<file path="src/rtl/uart_tx_fifo.sv">
`timescale 1ns/1ps
// uart_tx_fifo
// 8N1 UART transmitter with a small input FIFO. Producers queue bytes through
// a valid/ready style write port. The FSM sends each byte as one start bit,
// eight data bits LSB-first, and one stop bit, each CLOCKS_PER_BIT cycles long.
// Queued bytes go out back-to-back with no idle cycle between frames.
//
// Ports
//   i_Clk        : system clock, rising edge
//   i_Rst_n      : asynchronous active-low reset
//   i_TX_DV      : write strobe; byte accepted when i_TX_DV && o_TX_Ready
//   i_TX_Byte    : byte to queue, sampled with i_TX_DV
//   o_TX_Ready   : FIFO not full
//   o_TX_Serial  : registered serial line, idles high
//   o_TX_Active  : high while a frame (start..stop) is on the line
//   o_TX_Done    : one-cycle pulse after each stop bit completes
//   o_FIFO_Count : bytes queued, not counting the frame in flight
module uart_tx_fifo #(
  parameter int CLOCKS_PER_BIT = 217,
  parameter int FIFO_DEPTH     = 4
) (
  input  logic                              i_Clk,
  input  logic                              i_Rst_n,
  input  logic                              i_TX_DV,
  input  logic [7:0]                        i_TX_Byte,
  output logic                              o_TX_Ready,
  output logic                              o_TX_Serial,
  output logic                              o_TX_Active,
  output logic                              o_TX_Done,
  output logic [$clog2(FIFO_DEPTH+1)-1:0]   o_FIFO_Count
);

  localparam int CNT_W  = $clog2(FIFO_DEPTH + 1);
  localparam int PTR_W  = $clog2(FIFO_DEPTH);
  localparam int BAUD_W = $clog2(CLOCKS_PER_BIT);

  typedef enum logic [1:0] {IDLE, START, DATA, STOP} state_t;

  // ---------------------------------------------------------------- FIFO
  logic [7:0]       fifo_mem [FIFO_DEPTH];
  logic [PTR_W-1:0] wr_ptr;
  logic [PTR_W-1:0] rd_ptr;
  logic [CNT_W-1:0] count;
  logic             push;
  logic             pop;

  // Ready looks only at the registered count, so a pop on the same edge
  // never lets a write into a full FIFO.
  assign o_TX_Ready   = (count != CNT_W'(FIFO_DEPTH));
  assign push         = i_TX_DV && o_TX_Ready;
  assign o_FIFO_Count = count;

  // NOTE: the storage array has no reset; pointers and count alone decide
  // which entries are valid, so clearing the data would buy nothing.
  always_ff @(posedge i_Clk) begin
    if (push) fifo_mem[wr_ptr] <= i_TX_Byte;
  end

  // Pointers are PTR_W bits wide and FIFO_DEPTH is a power of two, so
  // they wrap modulo the depth without extra logic.
  always_ff @(posedge i_Clk or negedge i_Rst_n) begin
    if (!i_Rst_n) begin
      wr_ptr <= '0;
      rd_ptr <= '0;
      count  <= '0;
    end else begin
      if (push) wr_ptr <= wr_ptr + PTR_W'(1);
      if (pop)  rd_ptr <= rd_ptr + PTR_W'(1);
      case ({push, pop})
        2'b10:   count <= count + CNT_W'(1);
        2'b01:   count <= count - CNT_W'(1);
        default: count <= count;
      endcase
    end
  end

  // ---------------------------------------------------------------- FSM
  state_t            state_q, state_d;
  logic [BAUD_W-1:0] baud_q, baud_d;
  logic [2:0]        idx_q, idx_d;
  logic [7:0]        shift_q, shift_d;
  logic              serial_q, serial_d;
  logic              done_q, done_d;
  logic              baud_last;

  assign baud_last = (baud_q == BAUD_W'(CLOCKS_PER_BIT - 1));

  // NOTE: sequential state uses non-blocking assignments so every register
  // samples the pre-edge values; the combinational block below uses blocking.
  always_ff @(posedge i_Clk or negedge i_Rst_n) begin
    if (!i_Rst_n) begin
      state_q  <= IDLE;
      baud_q   <= '0;
      idx_q    <= '0;
      shift_q  <= '0;
      serial_q <= 1'b1;
      done_q   <= 1'b0;
    end else begin
      state_q  <= state_d;
      baud_q   <= baud_d;
      idx_q    <= idx_d;
      shift_q  <= shift_d;
      serial_q <= serial_d;
      done_q   <= done_d;
    end
  end

  // The line value is computed one cycle ahead and registered, so each bit
  // change lands on the same edge as the state change that causes it.
  always_comb begin
    // NOTE: every output of this block gets a default first; without it a
    // path that skips an assignment would infer a latch.
    state_d  = state_q;
    baud_d   = baud_q;
    idx_d    = idx_q;
    shift_d  = shift_q;
    serial_d = serial_q;
    done_d   = 1'b0;
    pop      = 1'b0;

    case (state_q)
      IDLE: begin
        serial_d = 1'b1;
        baud_d   = '0;
        if (count != '0) begin
          pop      = 1'b1;
          shift_d  = fifo_mem[rd_ptr];
          state_d  = START;
          serial_d = 1'b0;
        end
      end

      START: begin
        if (baud_last) begin
          baud_d   = '0;
          idx_d    = '0;
          state_d  = DATA;
          serial_d = shift_q[0];
        end else begin
          baud_d = baud_q + BAUD_W'(1);
        end
      end

      DATA: begin
        if (baud_last) begin
          baud_d = '0;
          if (idx_q == 3'd7) begin
            state_d  = STOP;
            serial_d = 1'b1;
          end else begin
            idx_d    = idx_q + 3'd1;
            serial_d = shift_q[idx_q + 3'd1];
          end
        end else begin
          baud_d = baud_q + BAUD_W'(1);
        end
      end

      STOP: begin
        serial_d = 1'b1;
        if (baud_last) begin
          baud_d = '0;
          done_d = 1'b1;
          // Chain straight into the next start bit when bytes are waiting.
          if (count != '0) begin
            pop      = 1'b1;
            shift_d  = fifo_mem[rd_ptr];
            state_d  = START;
            serial_d = 1'b0;
          end else begin
            state_d = IDLE;
          end
        end else begin
          baud_d = baud_q + BAUD_W'(1);
        end
      end

      default: begin
        state_d  = IDLE;
        serial_d = 1'b1;
      end
    endcase
  end

  assign o_TX_Serial = serial_q;
  assign o_TX_Active = (state_q != IDLE);
  assign o_TX_Done   = done_q;

endmodule
</file>
<file path="config.mk">
export PLATFORM = sky130hd
export DESIGN_NAME = uart_tx_fifo
export DESIGN_NICKNAME = d
export VERILOG_FILES = /design/src/rtl/uart_tx_fifo.sv
export SDC_FILE = /design/constraint.sdc
export NUM_CORES = 1
export LEC_CHECK = 0
export CORE_UTILIZATION = 60
export DETAILED_ROUTE_END_ITERATION = 6
export HOLD_SLACK_MARGIN = 0.08
export PLACE_DENSITY = 0.81
export SKIP_CTS_REPAIR_TIMING = 1
export SLEW_MARGIN = 30
export SYNTH_ARGS = -nofsm -noshare
export SYNTH_HDL_FRONTEND = slang
export SYNTH_SLANG_ARGS = --single-unit
</file>
<file path="constraint.sdc">
create_clock -name i_Clk -period 5.1 [get_ports i_Clk]
set_input_delay 1.02 -clock i_Clk [delete_from_list [all_inputs] [get_ports i_Clk]]
set_output_delay 1.02 -clock i_Clk [all_outputs]
set_load 0.1 [all_outputs]
</file>
==> results of run 1 <==
-- synthesized netlist by cell type, types with 2 or more instances --
cell                       count  area share
sky130_fd_sc_hd__mux2_2        6       0.023
sky130_fd_sc_hd__nand2b_1      2      0.0043
sky130_fd_sc_hd__a21oi_1       3      0.0052
sky130_fd_sc_hd__and2_1        2      0.0043
sky130_fd_sc_hd__edfxtp_1     32        0.33
sky130_fd_sc_hd__o21ai_0       3      0.0052
sky130_fd_sc_hd__xnor2_1       4       0.012
sky130_fd_sc_hd__mux2_4        8       0.042
sky130_fd_sc_hd__nand3_1       6       0.010
sky130_fd_sc_hd__clkbuf_1      2      0.0026
sky130_fd_sc_hd__xor2_1        8       0.024
sky130_fd_sc_hd__dfrtp_1      29        0.25
sky130_fd_sc_hd__ha_1         14       0.061
sky130_fd_sc_hd__o22a_1        2      0.0061
sky130_fd_sc_hd__and3_1        6       0.013
sky130_fd_sc_hd__a31oi_1       2      0.0043
sky130_fd_sc_hd__mux4_2        8       0.062
sky130_fd_sc_hd__nand2_1       2      0.0026
sky130_fd_sc_hd__nor2_1       13       0.017
sky130_fd_sc_hd__mux2i_1       2      0.0069
sky130_fd_sc_hd__nor3_1        3      0.0052
sky130_fd_sc_hd__inv_1        11       0.014
sky130_fd_sc_hd__a22oi_1       2      0.0052
sky130_fd_sc_hd__a22o_1        5       0.015
-- metrics by stage --
step	hold slack, ns	cell area [um^2]	power, W	worst slack, ns	std cells
after floorplan	0.476	2880	0.00152	1.77	196
after global placement	0.491	3090	0.00165	2.20	260
after detailed placement	0.499	3090	0.00171	2.15	260
after CTS	0.516	3280	0.00213	1.78	276
after global routing	0.542	3280	0.00224	1.69	276
final	0.511	3280	0.00212	1.78	276
-- cell usage in the layout, fill, tap and decap left out, drive strengths merged, types with 2 or more instances in the layout --
| cell type | instances |
|---|---|
| clkdlybuf4s50 | 17 |
| dfrtp | 29 |
| a22oi | 2 |
| a31oi | 2 |
| and2 | 2 |
| nor3 | 3 |
| mux2 | 14 |
| clkinv | 5 |
| xor2 | 8 |
| ha | 14 |
| nand3 | 6 |
| nand2b | 2 |
| edfxtp | 32 |
| nand2 | 3 |
| o21ai | 3 |
| xnor2 | 4 |
| a22o | 5 |
| mux2i | 2 |
| inv | 11 |
| a21oi | 3 |
| mux4 | 8 |
| o22a | 2 |
| nor2 | 13 |
| and3 | 7 |
| clkbuf | 10 |
-- sequential cells by signal (all words and copies together), names as in the netlist --
name,count
fifo_mem,32
baud_q,8
shift_q,8
idx_q,3
o_FIFO_Count,3
rd_ptr,2
state_q,2
wr_ptr,2
o_TX_Done,1
o_TX_Serial,1
-- kinds of logic (layout without fill, tap and decap cells) --
group / after synthesis / after routing / synth area share
flip-flops: 62 / 62 / 0.594
AND/OR/NAND/NOR: 45 / 45 / 0.0877
buffers and inverters: 17 / 45 / 0.0256
XOR/XNOR: 12 / 12 / 0.0365
adder cells (fa/ha/maj): 15 / 15 / 0.0677
AO/OA/AOI/OAI: 21 / 21 / 0.0538
multiplexers: 24 / 24 / 0.135
-- layer usage --
layer,wire length (um),track usage,part of all wire,up-vias
li1,-,-,-,773
met1,2300,0.296,0.45,832
met5,0,0,0,-
met2,2570,0.379,0.51,26
met4,53,0.100,0.010,0
met3,146,0.0619,0.029,9
-- power groups by stage --
| stage | Sequential (W) | Clock, W | Combinational (W) |
|---|---|---|---|
| after CTS | 0.000806 | 0.000420 | 0.000901 |
| final | 0.000805 | 0.000413 | 0.000899 |
| after global placement | 0.000800 | 0 | 0.000850 |
| after floorplan | 0.000870 | 0 | 0.000654 |
| after detailed placement | 0.000814 | 0 | 0.000897 |
| after global routing | 0.000826 | 0.000446 | 0.000965 |
-- critical path: cells and delay by family, from the launching register on --
kind	cells	cell delay, ns
adders and majority gates	1	0.25
DFF	1	0.44
buffers and inverters	3	1.29
-- worst max path at each step --
stage	start	endpoint	slack [ns]	cells past startpoint
after CTS	state_q[0]	o_TX_Active	1.78	4
after detailed placement	state_q[0]	o_TX_Active	2.15	4
after global routing	state_q[0]	o_TX_Active	1.69	4
final	state_q[0]	o_TX_Active	1.78	4
after floorplan	o_FIFO_Count[2]	o_FIFO_Count[1]	1.77	6
after global placement	state_q[0]	o_TX_Active	2.20	4
-- final cells by class --
type                       count  share of cell area
multi-input combinational    117               0.334
tap                           52              0.0198
clock inverter                 6              0.0191
timing repair buffer          18              0.0541
inverter                      11              0.0126
sequential                    62               0.522
clock buffer                  10              0.0389
==> impl_metrics.yaml, run 1 <==
floorplan:
  fp.dieArea_um2: 5090
  core_area_um2: 4470
  fp.dieW_um: 71.3
  fp-row-count: 24
  initial_utilization: 0.644
  die_h_um: 71.3
  floorplan.io_pins: 18
setup_path:
  rr_startpoint: "baud_q[0]"
  worst-r2r-setup-slack_ns: 2.59
  worst_path_fanout_max: 6
  regToRegEndpoint: "o_FIFO_Count[1]"
  critPathLaunchType: "flip-flop"
  sequence_of_cells_on_the_critical_path: "inv_1 > ha_1 > inv_1 > clkdlybuf4s50_1"
  worstSetupEndpointType: "output port"
  worst-endpoint-required_ns: 4.08
  crit_type: "flip-flop to output port"
  cp_peak_stage_delay_ns: 1.12
  cp.arrival_ns: 2.30
  critical-path-top-cell-by-count: "sky130_fd_sc_hd__inv_1"
  crit_slowest_cell: "sky130_fd_sc_hd__clkdlybuf4s50_1"
  number_of_cells_on_the_worst_reg_to_reg_path: 8
route:
  vias: 1640
  avgRoutedWirePerCell_um: 18.4
  drc: 2
  ant_nets: 0
  routed_wirelength_um: 5070
  drt_first_pass_iters: 6
  drt_iter0_markers: 79
  post_dr_vias_cell: 5.94
placement:
  dp.final_hpwl_um: 3420
  buffer_ports.inserted: 17
  gp_congestion: 0.755
logic_synthesis:
  postSynthRegisterBits: 62
  synth_flop_cell: "sky130_fd_sc_hd__edfxtp_1"
  cell_variety_after_synth: 45
  syn_std_cell_area_um2: 2880
  synthesis.yosys.warnings: 0
  post_synthesis_net_count: 222
  synth_edf_count: 32
  ys_seq_area_frac: 0.594
  netlist_instances: 196
  asyncSetResetFlopFracSynth: 0.484
  synthesis.area_per_instance_um2: 14.7
clock_network:
  clock_tree.root_cell: "sky130_fd_sc_hd__clkbuf_8"
  max-clock-path-buffers: 2
  clk_pin_slew_ns: 0.07
  numCtsBuffers: 9
  insertion_delay_ns: 0.34
  tritoncts: "built"
  clock_tree.htree_level_count: 3
  cts_num_sinks: 62
sta:
  slew-limit-headroom: 0.345
  fin_crit_ns: 3.32
  final_max_slew_viol_count: 0
  setup_viol: 0
  tns_ns: 0
  max_slew.worst_pin.slew_ns: 0.980
  timing.fmax_mhz: 301
  finClkSkew_ns: 0.0126
  layout_worst_path_cycle_share: 0.651
  unrepaired_setup_endpoints_after_global_routing: "false"
  finalHoldViolCount: 0
global_routing:
  grt.total_usage: 0.232
  vias_in_the_first_global_route: 1748
  antenna_found_initial: 0
  grt_start_max_net_pins: 31
  grt_pass1_wl_um: 8500
  grt.overflow.total: 0
finish:
  antenna_cells: 0
  area_growth_pct: 13.9
  layout.filler_cells: 293
  area_taken_by_multi_input_logic_gates_um2: 1100
  postLayoutCoreUtil: 0.734
  num-nets-final: 245
  drive_above_1_share: 0.192
  final-seq-area_um2: 1710
min_path:
  hold_path.class: "flip-flop to flip-flop"
  hold-path-cell-count: 1
  hold-path-endpoint: "shift_q[3]"
  timing.hold.worst.start: "shift_q[3]"
power:
  power.ir.vdd_worst_mv: 0.497
  cell_internal_pwr_w: 0.00131
  clock_power_frac: 0.195
  power_density_nw_per_um2: 645
  power.leakage_nw: 1.35
  power.share.sequential: 0.380
  pwr-share-comb: 0.425
  net_switching_share_of_the_total_power: 0.382
  switching_power_w: 0.000809
outcome:
  outcome: "finished, violations left"
  violations: "design-rule violations"
run:
  timing.max_cap.violations: 0
(Power assumes the default switching activity.)
==> run 2, diff against run 1 <==
Settings changed: CORE_UTILIZATION 60 to 58, PLACE_DENSITY 0.81 to 0.78.
Clock period 5.1 ns to 3.2 ns, I/O delays scaled along.
==> impl_metrics.yaml, run 2 (same netlist as run 1, synthesis figures left out) <==
outcome:
  outcome: "finished clean"
sta:
  max_slew.worst_pin.slew_ns: 0.570
  finClkSkew_ns: 0.00912
  timing.fmax_mhz: 392
  hold_ws_ns: 0.516
  final_max_slew_viol_count: 0
  setup_ws_ns: 0.651
  tns_ns: 0
  setup_viol: 0
  fin_crit_ns: 2.55
  finalHoldViolCount: 0
  slew-limit-headroom: 0.620
  unrepaired_setup_endpoints_after_global_routing: "false"
  layout_worst_path_cycle_share: 0.797
setup_path:
  worst-r2r-setup-slack_ns: 0.65
  cp_peak_stage_delay_ns: 0.45
  worst_setup_path_startpoint: "baud_q[0]"
  worst_path_fanout_max: 6
  critical-path-top-cell-by-count: "sky130_fd_sc_hd__ha_1"
  number_of_cells_on_the_worst_reg_to_reg_path: 8
  cp.arrival_ns: 2.77
  worst-endpoint-required_ns: 3.42
  cp_num_buf_inv: 1
  critical-path-top-delay-family: "adder cells"
  rr_startpoint: "baud_q[0]"
  crit_type: "flip-flop to flip-flop"
  critPathLaunchType: "flip-flop"
  regToRegEndpoint: "o_FIFO_Count[1]"
  worstSetupEndpointType: "flip-flop"
  sequence_of_cells_on_the_critical_path: "inv_1 > ha_1 > and3b_2 > a31oi_1 > nor3_1 > ha_1 > fa_1 > mux2_2"
  crit_slowest_cell: "sky130_fd_sc_hd__fa_1"
finish:
  mostFrequentLayoutCell: "sky130_fd_sc_hd__edfxtp_1"
  reg.largest.list: "fifo_mem (32), baud_q (8), shift_q (8)"
  area_growth_pct: 13.9
  antenna_cells: 0
  layout.cell_area.non_filler_um2: 3280
  final-seq-area_um2: 1710
  largest-register: "fifo_mem"
  drive_above_1_share: 0.236
  layout.filler_cells: 350
  top_library_cells_by_usage_in_the_layout_fill_and_taps_aside: "32 x sky130_fd_sc_hd__edfxtp_1, 29 x sky130_fd_sc_hd__dfrtp_1, 14 x sky130_fd_sc_hd__ha_1"
  area_taken_by_multi_input_logic_gates_um2: 1100
  largest_register_ff_count: 32
  postLayoutCoreUtil: 0.691
  num-nets-final: 246
placement:
  dp.final_hpwl_um: 3380
  placed_area_um2: 3100
  place_worst_setup_slack_ns: 0.621
  buffer_ports.inserted: 17
  gp_congestion: 0.809
route:
  drt_iter0_markers: 93
  drc: 0
  post_dr_vias_cell: 5.64
  routed_wirelength_um: 4930
  ant_nets: 0
  drt_first_pass_iters: 4
  vias: 1647
  avgRoutedWirePerCell_um: 16.9
clock_network:
  clock_tree.root_cell: "sky130_fd_sc_hd__clkbuf_8"
  insertion_delay_ns: 0.34
  clock_tree.htree_level_count: 3
  tritoncts: "built"
  numCtsBuffers: 9
  clk_pin_slew_ns: 0.08
  cts_num_sinks: 62
  max-clock-path-buffers: 2
floorplan:
  fp.dieArea_um2: 5260
  initial_utilization: 0.606
  die_h_um: 72.5
  floorplan.io_pins: 18
  core_area_um2: 4750
  fp-row-count: 25
  fp.dieW_um: 72.5
global_routing:
  grt_pass1_wl_um: 8090
  vias_in_the_first_global_route: 1661
  grt.overflow.total: 0
  grt.total_usage: 0.217
  antenna_found_initial: 0
  grt_start_max_net_pins: 31
power:
  power_density_nw_per_um2: 1020
  power.leakage_nw: 1.35
  power.ir.vdd_worst_mv: 0.604
min_path:
  hold_path.class: "flip-flop to flip-flop"
  hold-path-cell-count: 1
  hold-path-endpoint: "shift_q[4]"
  timing.hold.worst.start: "shift_q[4]"
run:
  timing.max_cap.violations: 0
==> run 2: cell count changes in the layout (fill, tap and decap cells not counted), moves of 2 or more <==
| cell | delta |
|---|---|
| sky130_fd_sc_hd__buf_4 | +8 |
| sky130_fd_sc_hd__clkdlybuf4s50_1 | -7 |
| sky130_fd_sc_hd__clkinv_2 | -2 |
| sky130_fd_sc_hd__inv_6 | +3 |
==> run 2: through the flow <==
step	instances	total power, W
4_1_cts	292	0.00334
6_report	292	0.00333
2_1_floorplan	196	0.00243
3_5_place_dp	276	0.00271
5_1_grt	292	0.00351
3_3_place_gp	276	0.00263
==> run 2: layout make-up <==
type                       count  share of cell area
timing repair buffer          19              0.0510
tap                           67              0.0255
clock buffer                   9              0.0377
clock inverter                 7              0.0171
inverter                      11              0.0126
sequential                    62               0.522
multi-input combinational    117               0.334
==> run 2: how the worst max path moves through the flow <==
| stage | depth (start not counted) | end | slack (ns) |
|---|---|---|---|
| 5_1_grt | 8 | o_FIFO_Count[1] | 0.50 |
| 6_report | 8 | o_FIFO_Count[1] | 0.65 |
| 3_3_place_gp | 8 | o_FIFO_Count[2] | 0.74 |
| 4_1_cts | 8 | o_FIFO_Count[1] | 0.67 |
| 3_5_place_dp | 8 | o_FIFO_Count[2] | 0.62 |
| 2_1_floorplan | 6 | o_FIFO_Count[1] | 0.21 |
==> run 2: report_power, final <==
part	leakage (nW)	internal, W	switching, W
logic	0.595	0.000636	0.000787
registers	0.667	0.00108	0.000203
clock network	0.0906	0.000290	0.000335
==> run 2: routing by layer <==
metal  GRT usage  vias up  part of all wire  wire, um
met5           0        -                 0         0
met4       0.142        0             0.028       136
met3      0.0417       13             0.034       167
met2       0.356       41              0.51      2500
met1       0.262      813              0.43      2120
li1            -      780                 -         -
==> run 3, diff against run 2 <==
Settings changed: CORE_UTILIZATION 58 to 53, PLACE_DENSITY 0.78 to 0.75.
Clock period 3.2 ns to 2.1 ns, I/O delays scaled along.
==> impl_metrics.yaml, run 3 (same netlist as run 1, synthesis figures left out) <==
floorplan:
  fp-row-count: 26
  floorplan.io_pins: 18
  fp.dieW_um: 75.8
  initial_utilization: 0.557
  core_area_um2: 5170
  die_h_um: 75.8
  fp.dieArea_um2: 5740
outcome:
  outcome: "finished, violations left"
  violations: "negative setup slack"
setup_path:
  worst_path_fanout_max: 2
  crit_type: "flip-flop to flip-flop"
  critPathLaunchType: "flip-flop"
  cp.arrival_ns: 2.34
  worstSetupEndpointType: "flip-flop"
  worst-endpoint-required_ns: 2.33
  number_of_cells_on_the_worst_reg_to_reg_path: 8
  worst-r2r-setup-slack_ns: -0.01
sta:
  max_slew.worst_pin.slew_ns: 0.453
  layout_worst_path_cycle_share: 1.01
  slew-limit-headroom: 0.698
  unrepaired_setup_endpoints_after_global_routing: "true"
  setup_viol: 2
  finClkSkew_ns: 0.00847
  fin_crit_ns: 2.11
  setup_ws_ns: -0.0139
  timing.fmax_mhz: 473
  finalHoldViolCount: 0
  final_max_slew_viol_count: 0
  tns_ns: -0.0243
route:
  routed_wirelength_um: 5140
  post_dr_vias_cell: 5.54
  drc: 0
  avgRoutedWirePerCell_um: 16.6
  drt_iter0_markers: 102
  drt_first_pass_iters: 4
  vias: 1717
  ant_nets: 0
min_path:
  hold_path.class: "primary input to async pin"
clock_network:
  max-clock-path-buffers: 2
  clock_tree.root_cell: "sky130_fd_sc_hd__clkbuf_8"
  numCtsBuffers: 9
  cts_num_sinks: 62
  tritoncts: "built"
  insertion_delay_ns: 0.34
  clk_pin_slew_ns: 0.07
  clock_tree.htree_level_count: 3
finish:
  largest_register_ff_count: 32
  drive_above_1_share: 0.342
  mostFrequentLayoutCell: "sky130_fd_sc_hd__edfxtp_1"
  antenna_cells: 0
  num-nets-final: 261
  largest-register: "fifo_mem"
  area_growth_pct: 23.4
  reg.largest.list: "fifo_mem (32), baud_q (8), shift_q (8)"
  layout.cell_area.non_filler_um2: 3560
  top_library_cells_by_usage_in_the_layout_fill_and_taps_aside: "32 x sky130_fd_sc_hd__edfxtp_1, 26 x sky130_fd_sc_hd__dfrtp_1, 21 x sky130_fd_sc_hd__buf_4"
global_routing:
  grt.total_usage: 0.214
  grt_util_met2: 0.341
  antenna_found_initial: 0
  gr-usage-met1: 0.267
  vias_in_the_first_global_route: 1775
  gr-max-usage-layer: "met2"
  grt.met3_usage: 0.0780
  grt_pass1_wl_um: 8510
  grt_start_max_net_pins: 31
  grt.overflow.total: 0
power:
  power.ir.vdd_worst_mv: 1.48
  power.leakage_nw: 1.46
  power_density_nw_per_um2: 1580
placement:
  dp.final_hpwl_um: 3680
  placed_area_um2: 3320
  place_worst_setup_slack_ns: -0.0647
  buffer_ports.inserted: 17
  gp_congestion: 0.788
run:
  timing.max_cap.violations: 0
## run 3: critical path, cell delays in order, from the launching register on
cell and delay (ns):
sky130_fd_sc_hd__dfrtp_1 0.38, sky130_fd_sc_hd__inv_1 0.07, sky130_fd_sc_hd__ha_2 0.17, sky130_fd_sc_hd__and3b_2 0.22
sky130_fd_sc_hd__a31oi_4 0.11, sky130_fd_sc_hd__nor3_4 0.18, sky130_fd_sc_hd__ha_4 0.18, sky130_fd_sc_hd__fa_2 0.42
sky130_fd_sc_hd__mux2_2 0.27
## run 3: final cells by class
cell class	instances	area (um^2)
fillers	343	1620
inverters	11	41.3
clock inverters	7	80.1
clock buffers	9	124
well taps	70	87.6
flip-flops and latches	62	1720
repair buffers	34	318
multi-input cells	117	1180
## run 3: per-stage QoR
stage	hold WS, ns	cells	utilization	total power (W)
floorplan	0.124	196	-	0.00383
global placement	0.498	293	0.641	0.00438
detailed placement	0.500	293	0.641	0.00451
CTS	0.481	309	0.681	0.00558
global route	0.504	310	0.687	0.00596
finish	0.475	310	0.687	0.00563
## run 3: path summary, 6_finish.rpt
kind                              endpoint       start
setup reg to reg           o_FIFO_Count[1]   baud_q[0]
setup / recovery           o_FIFO_Count[1]   baud_q[0]
hold reg to reg                 shift_q[6]  shift_q[6]
min in group i_Clk              shift_q[6]  shift_q[6]
max in group asynchronous      o_TX_Serial     i_Rst_n
hold / removal                  shift_q[1]     i_Rst_n
## run 3: routing by layer
metal  vias up  wire [um]
met3         5        211
met5         -          0
met1       867       2230
li1        804          -
met2        41       2640
met4         0         61
## run 3: power breakdown
part | internal [W] | switching (W) | total [W]
registers | 0.00168 | 0.000290 | 0.00197
logic | 0.00125 | 0.00137 | 0.00261
clock network | 0.000561 | 0.000495 | 0.00106
